--- src/rtl/snake_pkg.sv ---
// Shared definitions for the snake body engine: direction codes, FSM states
// and the marker used for segments that are not part of the snake.
package snake_pkg;

  localparam logic [1:0] DIR_LEFT  = 2'b00;
  localparam logic [1:0] DIR_RIGHT = 2'b01;
  localparam logic [1:0] DIR_UP    = 2'b10;
  localparam logic [1:0] DIR_DOWN  = 2'b11;

  typedef enum logic [2:0] {
    ST_IDLE,
    ST_CALC,
    ST_SCAN,
    ST_COMMIT,
    ST_DEAD
  } state_t;

  // Wide all-ones value; users slice it down to their position width.
  localparam logic [31:0] NO_POS = '1;

  // Left/right and up/down share bit 1 and differ only in bit 0.
  function automatic logic is_opposite(input logic [1:0] a, input logic [1:0] b);
    return (a[1] == b[1]) && (a[0] != b[0]);
  endfunction

endpackage

--- src/rtl/snake_next_head.sv ---
// Combinational next-head calculation: moves the head one cell in the given
// direction and reports whether the move leaves the board.
module snake_next_head #(
  parameter int WIDTH  = 32,
  parameter int HEIGHT = 24,
  parameter int POS_W  = 10,
  parameter int WRAP   = 0
) (
  input  logic [POS_W-1:0] head,
  input  logic [1:0]       dir,
  output logic [POS_W-1:0] cand,
  output logic             wall
);
  import snake_pkg::*;

  int row;
  int col;

  // An edge crossing is only fatal when wrapping is disabled; otherwise the
  // coordinate is folded to the opposite side.
  always_comb begin
    row  = int'(head) / WIDTH;
    col  = int'(head) % WIDTH;
    wall = 1'b0;
    case (dir)
      DIR_LEFT: begin
        if (col == 0) begin
          wall = (WRAP == 0);
          col  = WIDTH - 1;
        end else col = col - 1;
      end
      DIR_RIGHT: begin
        if (col == WIDTH - 1) begin
          wall = (WRAP == 0);
          col  = 0;
        end else col = col + 1;
      end
      DIR_UP: begin
        if (row == 0) begin
          wall = (WRAP == 0);
          row  = HEIGHT - 1;
        end else row = row - 1;
      end
      default: begin
        if (row == HEIGHT - 1) begin
          wall = (WRAP == 0);
          row  = 0;
        end else row = row + 1;
      end
    endcase
    cand = POS_W'(row * WIDTH + col);
  end

endmodule

--- src/rtl/snake_body_engine.sv ---
// Snake body engine: holds the segment list, advances one cell per step,
// grows on food and detects wall/self collision with a one-per-cycle scan.
module snake_body_engine #(
  parameter int WIDTH    = 32,
  parameter int HEIGHT   = 24,
  parameter int MAX_LEN  = 16,
  parameter int POS_W    = 10,
  parameter int LEN_W    = 5,
  parameter int INIT_LEN = 3,
  parameter int WRAP     = 0
) (
  input  logic                     clk,
  input  logic                     rst_n,
  input  logic                     restart,
  input  logic                     step,
  input  logic [1:0]               dir_req,
  input  logic [POS_W-1:0]         food_pos,
  output logic [MAX_LEN*POS_W-1:0] body,
  output logic [LEN_W-1:0]         len,
  output logic [1:0]               dir,
  output logic                     busy,
  output logic                     done,
  output logic                     ate,
  output logic                     dead
);
  import snake_pkg::*;

  state_t           state_q, state_d;
  logic [POS_W-1:0] seg [MAX_LEN];
  logic [POS_W-1:0] cand_q;
  logic             grow_q;
  logic [LEN_W-1:0] idx_q;
  logic [POS_W-1:0] nh_cand;
  logic             nh_wall;
  logic             calc_grow;
  logic [LEN_W-1:0] calc_limit;
  logic [LEN_W-1:0] scan_limit;
  logic             scan_hit;

  function automatic logic [POS_W-1:0] init_seg(input int i);
    if (i < INIT_LEN) return POS_W'((HEIGHT / 2) * WIDTH + INIT_LEN - 1 - i);
    return NO_POS[POS_W-1:0];
  endfunction

  snake_next_head #(
    .WIDTH (WIDTH),
    .HEIGHT(HEIGHT),
    .POS_W (POS_W),
    .WRAP  (WRAP)
  ) u_next_head (
    .head(seg[0]),
    .dir (dir),
    .cand(nh_cand),
    .wall(nh_wall)
  );

  // A non-growing move vacates the tail, so the tail is excluded from the scan.
  assign calc_grow  = (nh_cand == food_pos);
  assign calc_limit = calc_grow ? len : len - LEN_W'(1);
  assign scan_limit = grow_q ? len : len - LEN_W'(1);
  assign busy       = (state_q == ST_CALC) || (state_q == ST_SCAN) || (state_q == ST_COMMIT);
  assign dead       = (state_q == ST_DEAD);

  always_comb begin
    scan_hit = 1'b0;
    for (int i = 1; i < MAX_LEN; i++)
      if (LEN_W'(i) == idx_q && seg[i] == cand_q) scan_hit = 1'b1;
  end

  always_comb begin
    body = '0;
    for (int i = 0; i < MAX_LEN; i++) body[i*POS_W +: POS_W] = seg[i];
  end

  always_ff @(posedge clk or negedge rst_n) begin
    if (!rst_n) state_q <= ST_IDLE;
    else        state_q <= state_d;
  end

  always_comb begin
    state_d = state_q;
    case (state_q)
      ST_IDLE:   if (step) state_d = ST_CALC;
      ST_CALC: begin
        if (nh_wall)                      state_d = ST_DEAD;
        else if (calc_limit <= LEN_W'(1)) state_d = ST_COMMIT;
        else                              state_d = ST_SCAN;
      end
      ST_SCAN: begin
        if (scan_hit)                                state_d = ST_DEAD;
        else if (idx_q + LEN_W'(1) >= scan_limit)    state_d = ST_COMMIT;
      end
      ST_COMMIT: state_d = ST_IDLE;
      ST_DEAD:   state_d = ST_DEAD;
      default:   state_d = ST_IDLE;
    endcase
    if (restart) state_d = ST_IDLE;
  end

  // Datapath; restart mirrors the asynchronous reset image synchronously.
  always_ff @(posedge clk or negedge rst_n) begin
    if (!rst_n) begin
      for (int i = 0; i < MAX_LEN; i++) seg[i] <= init_seg(i);
      len    <= LEN_W'(INIT_LEN);
      dir    <= DIR_RIGHT;
      cand_q <= '0;
      grow_q <= 1'b0;
      idx_q  <= '0;
      done   <= 1'b0;
      ate    <= 1'b0;
    end else begin
      done <= 1'b0;
      ate  <= 1'b0;
      if (restart) begin
        for (int i = 0; i < MAX_LEN; i++) seg[i] <= init_seg(i);
        len    <= LEN_W'(INIT_LEN);
        dir    <= DIR_RIGHT;
        grow_q <= 1'b0;
        idx_q  <= '0;
      end else begin
        case (state_q)
          ST_IDLE: if (step && !is_opposite(dir_req, dir)) dir <= dir_req;
          ST_CALC: begin
            cand_q <= nh_cand;
            grow_q <= calc_grow;
            idx_q  <= LEN_W'(1);
          end
          ST_SCAN: idx_q <= idx_q + LEN_W'(1);
          ST_COMMIT: begin
            for (int i = 1; i < MAX_LEN; i++)
              if (LEN_W'(i) < len || (grow_q && LEN_W'(i) == len)) seg[i] <= seg[i-1];
            seg[0] <= cand_q;
            if (grow_q && len < LEN_W'(MAX_LEN)) len <= len + LEN_W'(1);
            done <= 1'b1;
            ate  <= grow_q;
          end
          default: ;
        endcase
      end
    end
  end

endmodule
--- config.mk ---
export PLATFORM = sky130hd
export DESIGN_NAME = snake_body_engine
export DESIGN_NICKNAME = d
export VERILOG_FILES = /design/src/rtl/snake_pkg.sv /design/src/rtl/snake_next_head.sv /design/src/rtl/snake_body_engine.sv
export SDC_FILE = /design/constraint.sdc
export NUM_CORES = 1
export LEC_CHECK = 0
export BUFFER_PORTS_ARGS = -buffer_cell sky130_fd_sc_hd__buf_2
export CAP_MARGIN = 10
export CORE_ASPECT_RATIO = 0.8
export CORE_MARGIN = 4
export CORE_UTILIZATION = 50
export DETAILED_ROUTE_END_ITERATION = 6
export PLACE_DENSITY = 0.79
export SYNTH_ARGS = -nofsm -noshare
export SYNTH_HDL_FRONTEND = slang
export SYNTH_SLANG_ARGS = --single-unit
--- constraint.sdc ---
create_clock -name clk -period 3.9 [get_ports clk]
set_clock_uncertainty 0.1 [all_clocks]
set_input_delay 1.17 -clock clk [delete_from_list [all_inputs] [get_ports clk]]
set_output_delay 1.17 -clock clk [all_outputs]
set_load 0.03 [all_outputs]
==> flow_metrics.env <==
export IMPL_hp_class="reg2reg"
export IMPL_dr_pass1_iters=6
export IMPL_peakVddDrop_mv=0.207
export IMPL_detail_route_antenna_nets=0
export IMPL_layout_setup_ws_ns=0.222
export IMPL_place_congestion=0.956
export IMPL_synth_cell_type_count=61
export IMPL_grt_pass1_vias=8813
export IMPL_wl_per_cell_um=22.4
export IMPL_fmax_ghz=0.272
export IMPL_synth_nets=1084
export IMPL_drive_above_1_share_pct=33.6
export IMPL_synth_edf_count=0
export IMPL_setup_violations=0
export IMPL_clock_sinks=188
export IMPL_dr_first_iter_drc_count=1037
export IMPL_diodes=0
export IMPL_netlist_area_sq_um=10600
export IMPL_max_cap_violations=0
export IMPL_dieArea_sq_um=23700
export IMPL_grt_max_degree=90
export IMPL_fp_row_count=47
export IMPL_overflow=0
export IMPL_p_leak_nw=4.92
export IMPL_ys_async_sr_fraction_pct=100
export IMPL_cp_required_ns=4.12
export IMPL_endpoint_kind="flop"
export IMPL_hold_start="body[28]"
export IMPL_yosys_most_used_dff="dfstp_2"
export IMPL_hpwl_um=24400
export IMPL_die_y_um=138
export IMPL_arrival_ns=3.90
export IMPL_coreArea_sq_um=20800
export IMPL_synth_area_per_cell_sq_um=10.2
export IMPL_rsz0062_at_grt="false"
export IMPL_hold_viol_final=0
export IMPL_yosysWarnings=0
export IMPL_drc_errors=0
export IMPL_ys_ff_latch=188
export IMPL_area_growth_pct=17.5
export IMPL_clk_latency_ns=0.45
export IMPL_crit_start="body[0]"
export IMPL_power_density_nw_per_um2=403
export IMPL_crit_fanout=3
export IMPL_period_share_pct=94.3
export IMPL_cts_buffers=17
export IMPL_cts_root_buf="clkbuf_16"
export IMPL_wirelength_um=33700
export IMPL_antenna_found_initial=0
export IMPL_status="complete, no violations"
export IMPL_grt_pass1_wl_um=52800
export IMPL_cts_max_level=4
export IMPL_cp_start_kind="flop"
export IMPL_path_class="reg2reg"
export IMPL_port_buffers=186
export IMPL_grtUsageTotal_pct=28.3
export IMPL_viasPerCell=6.13
export IMPL_period_needed_ns=3.68
export IMPL_yosysSeqAreaShare_pct=45.9
export IMPL_die_w_um=171
export IMPL_io_pins=187
export IMPL_path_clk_slew_ns=0.07
export IMPL_postCtsSetupBuffers=0
export IMPL_tightest_slew_ns=0.970
export IMPL_via_count=9211
export IMPL_tns_ns=0
export IMPL_syn_instance_count=1043
export IMPL_start_util_pct=51.1
export IMPL_pre_cts_ws_ns=0.0212
export IMPL_clockBufferDepth=2
export IMPL_cts_tree="done"
export IMPL_relSlewSlack_pct=35.3
export IMPL_fin_nets=1261
export IMPL_r2r_start="body[0]"
export IMPL_slew_violations=0
-- timing repair --
| item | in CTS | in global routing |
|---|---|---|
| hold buffers | 0 | 0 |
| resized for setup | 1 | 7 |
| setup endpoints to repair | 1 | 2 |
| pin swaps | 0 | 2 |
-- worst max-delay path, stage by stage (launching register included) --
cell      delay, ns
dfrtp_1        0.39
ha_1           0.23
and3_1         0.19
ha_1           0.18
nand4b_1       0.19
o41ai_2        0.31
ha_2           0.25
fa_1           0.46
xor2_1         0.19
nor4_1         0.28
nand4_1        0.17
nor4b_4        0.29
mux2i_1        0.26
a21oi_2        0.07
-- synth_stat cells, drive strengths merged, types with 4 or more instances --
cell,instances,area (sq um)
dfstp,141,3700
xnor2,136,1190
o22a,120,1050
nand2,86,323
nor2,76,285
a21oi,57,293
dfrtp,47,1180
clkbuf,45,229
nand4,39,244
xor2,37,324
o21ai,28,140
buf,24,115
ha,24,300
nor3,23,115
inv,20,75.1
nand3,16,80.1
nor4,11,68.8
a211o,9,80.1
a22o,9,78.8
nor2b,9,56.3
and3,8,50.1
a21o,7,52.6
mux2i,7,70.1
and2,6,37.5
nand2b,6,37.5
nor4b,5,58.8
a22oi,4,30.0
nand3b,4,30.0
-- cells by family after synthesis --
logic type                 count (synthesis)  share of synthesized area, %
and+or+nand+nor                          302                          14.0
AOI/OAI and AO/OA                        258                          18.1
DFF                                      188                          45.9
xor gates and xnor gates                 173                          14.2
buffers and inverters                     89                          3.94
adders and majority gates                 25                          3.01
muxes                                      8                         0.870
-- sequential cells by signal, summed over array words and instances, names as in the netlist --
name	cells
grow_q	1
state_q	3
dir	2
done	1
cand_q	10
idx_q	5
len	5
ate	1
body	160
-- cell usage in the layout (no fill, tap or decap), types with 9 or more instances in the layout --
master and instances:
o21ai_0 27, dfrtp_1 47, buf_4 39, nand2_1 86
xor2_1 37, nand4_1 39, nor4_1 11, ha_1 22
a22o_1 9, o22a_1 120, nor3_1 23, nor2b_1 9
dfstp_2 141, inv_1 20, xnor2_1 136, a21oi_1 54
buf_2 185, nor2_1 76, clkbuf_16 17, nand3_1 16
-- power breakdown --
part	internal (mW)	total, mW	leakage (nW)	switching, mW
clock	0.898	1.72	0.271	0.822
combinational	0.481	1.11	2.52	0.633
sequential	2.00	2.20	2.13	0.199
total	3.38	5.04	4.92	1.65
-- routing by layer --
| layer | track usage [%] | vias to the layer above | share of wire [%] |
|---|---|---|---|
| li1 | - | 4102 | - |
| met1 | 42.2 | 4586 | 45 |
| met2 | 41.3 | 466 | 44 |
| met3 | 7.11 | 57 | 9.1 |
| met4 | 7.84 | 0 | 2.3 |
| met5 | 0 | - | 0 |
-- through the flow --
| step | std cells | util [%] | total power, mW | hold slack, ns | instance area (sq um) |
|---|---|---|---|---|---|
| after global placement | 1470 | 57.2 | 3.29 | 0.386 | 11900 |
| after CTS | 1502 | 59.9 | 5.03 | 0.397 | 12500 |
| after global routing | 1502 | 60.1 | 5.22 | 0.441 | 12500 |
| after detailed placement | 1470 | 57.2 | 3.32 | 0.386 | 11900 |
| after floorplan | 1043 | - | 2.95 | 0.436 | 10600 |
| final | 1502 | 60.1 | 5.04 | 0.396 | 12500 |
-- path summary, 6_finish.rpt --
kind,slack [ns],to,cells past startpoint
setup / recovery,0.22,state_q[0],13
hold / removal,0.40,body[28],2
setup reg to reg,0.22,state_q[0],13
hold reg to reg,0.40,body[28],2
max in group asynchronous,2.15,body[157],2
min in group asynchronous,0.74,body[16],1
-- area by class of cell --
cell class,count,area (sq um)
multi-input combinational,766,5380
fill,1770,8310
sequential,188,4880
timing repair buffer,227,1270
clock buffer,19,433
tap,269,337
inverter,20,75.1
clock inverter,13,135
No activity file was read; power rests on OpenSTA's default activity.
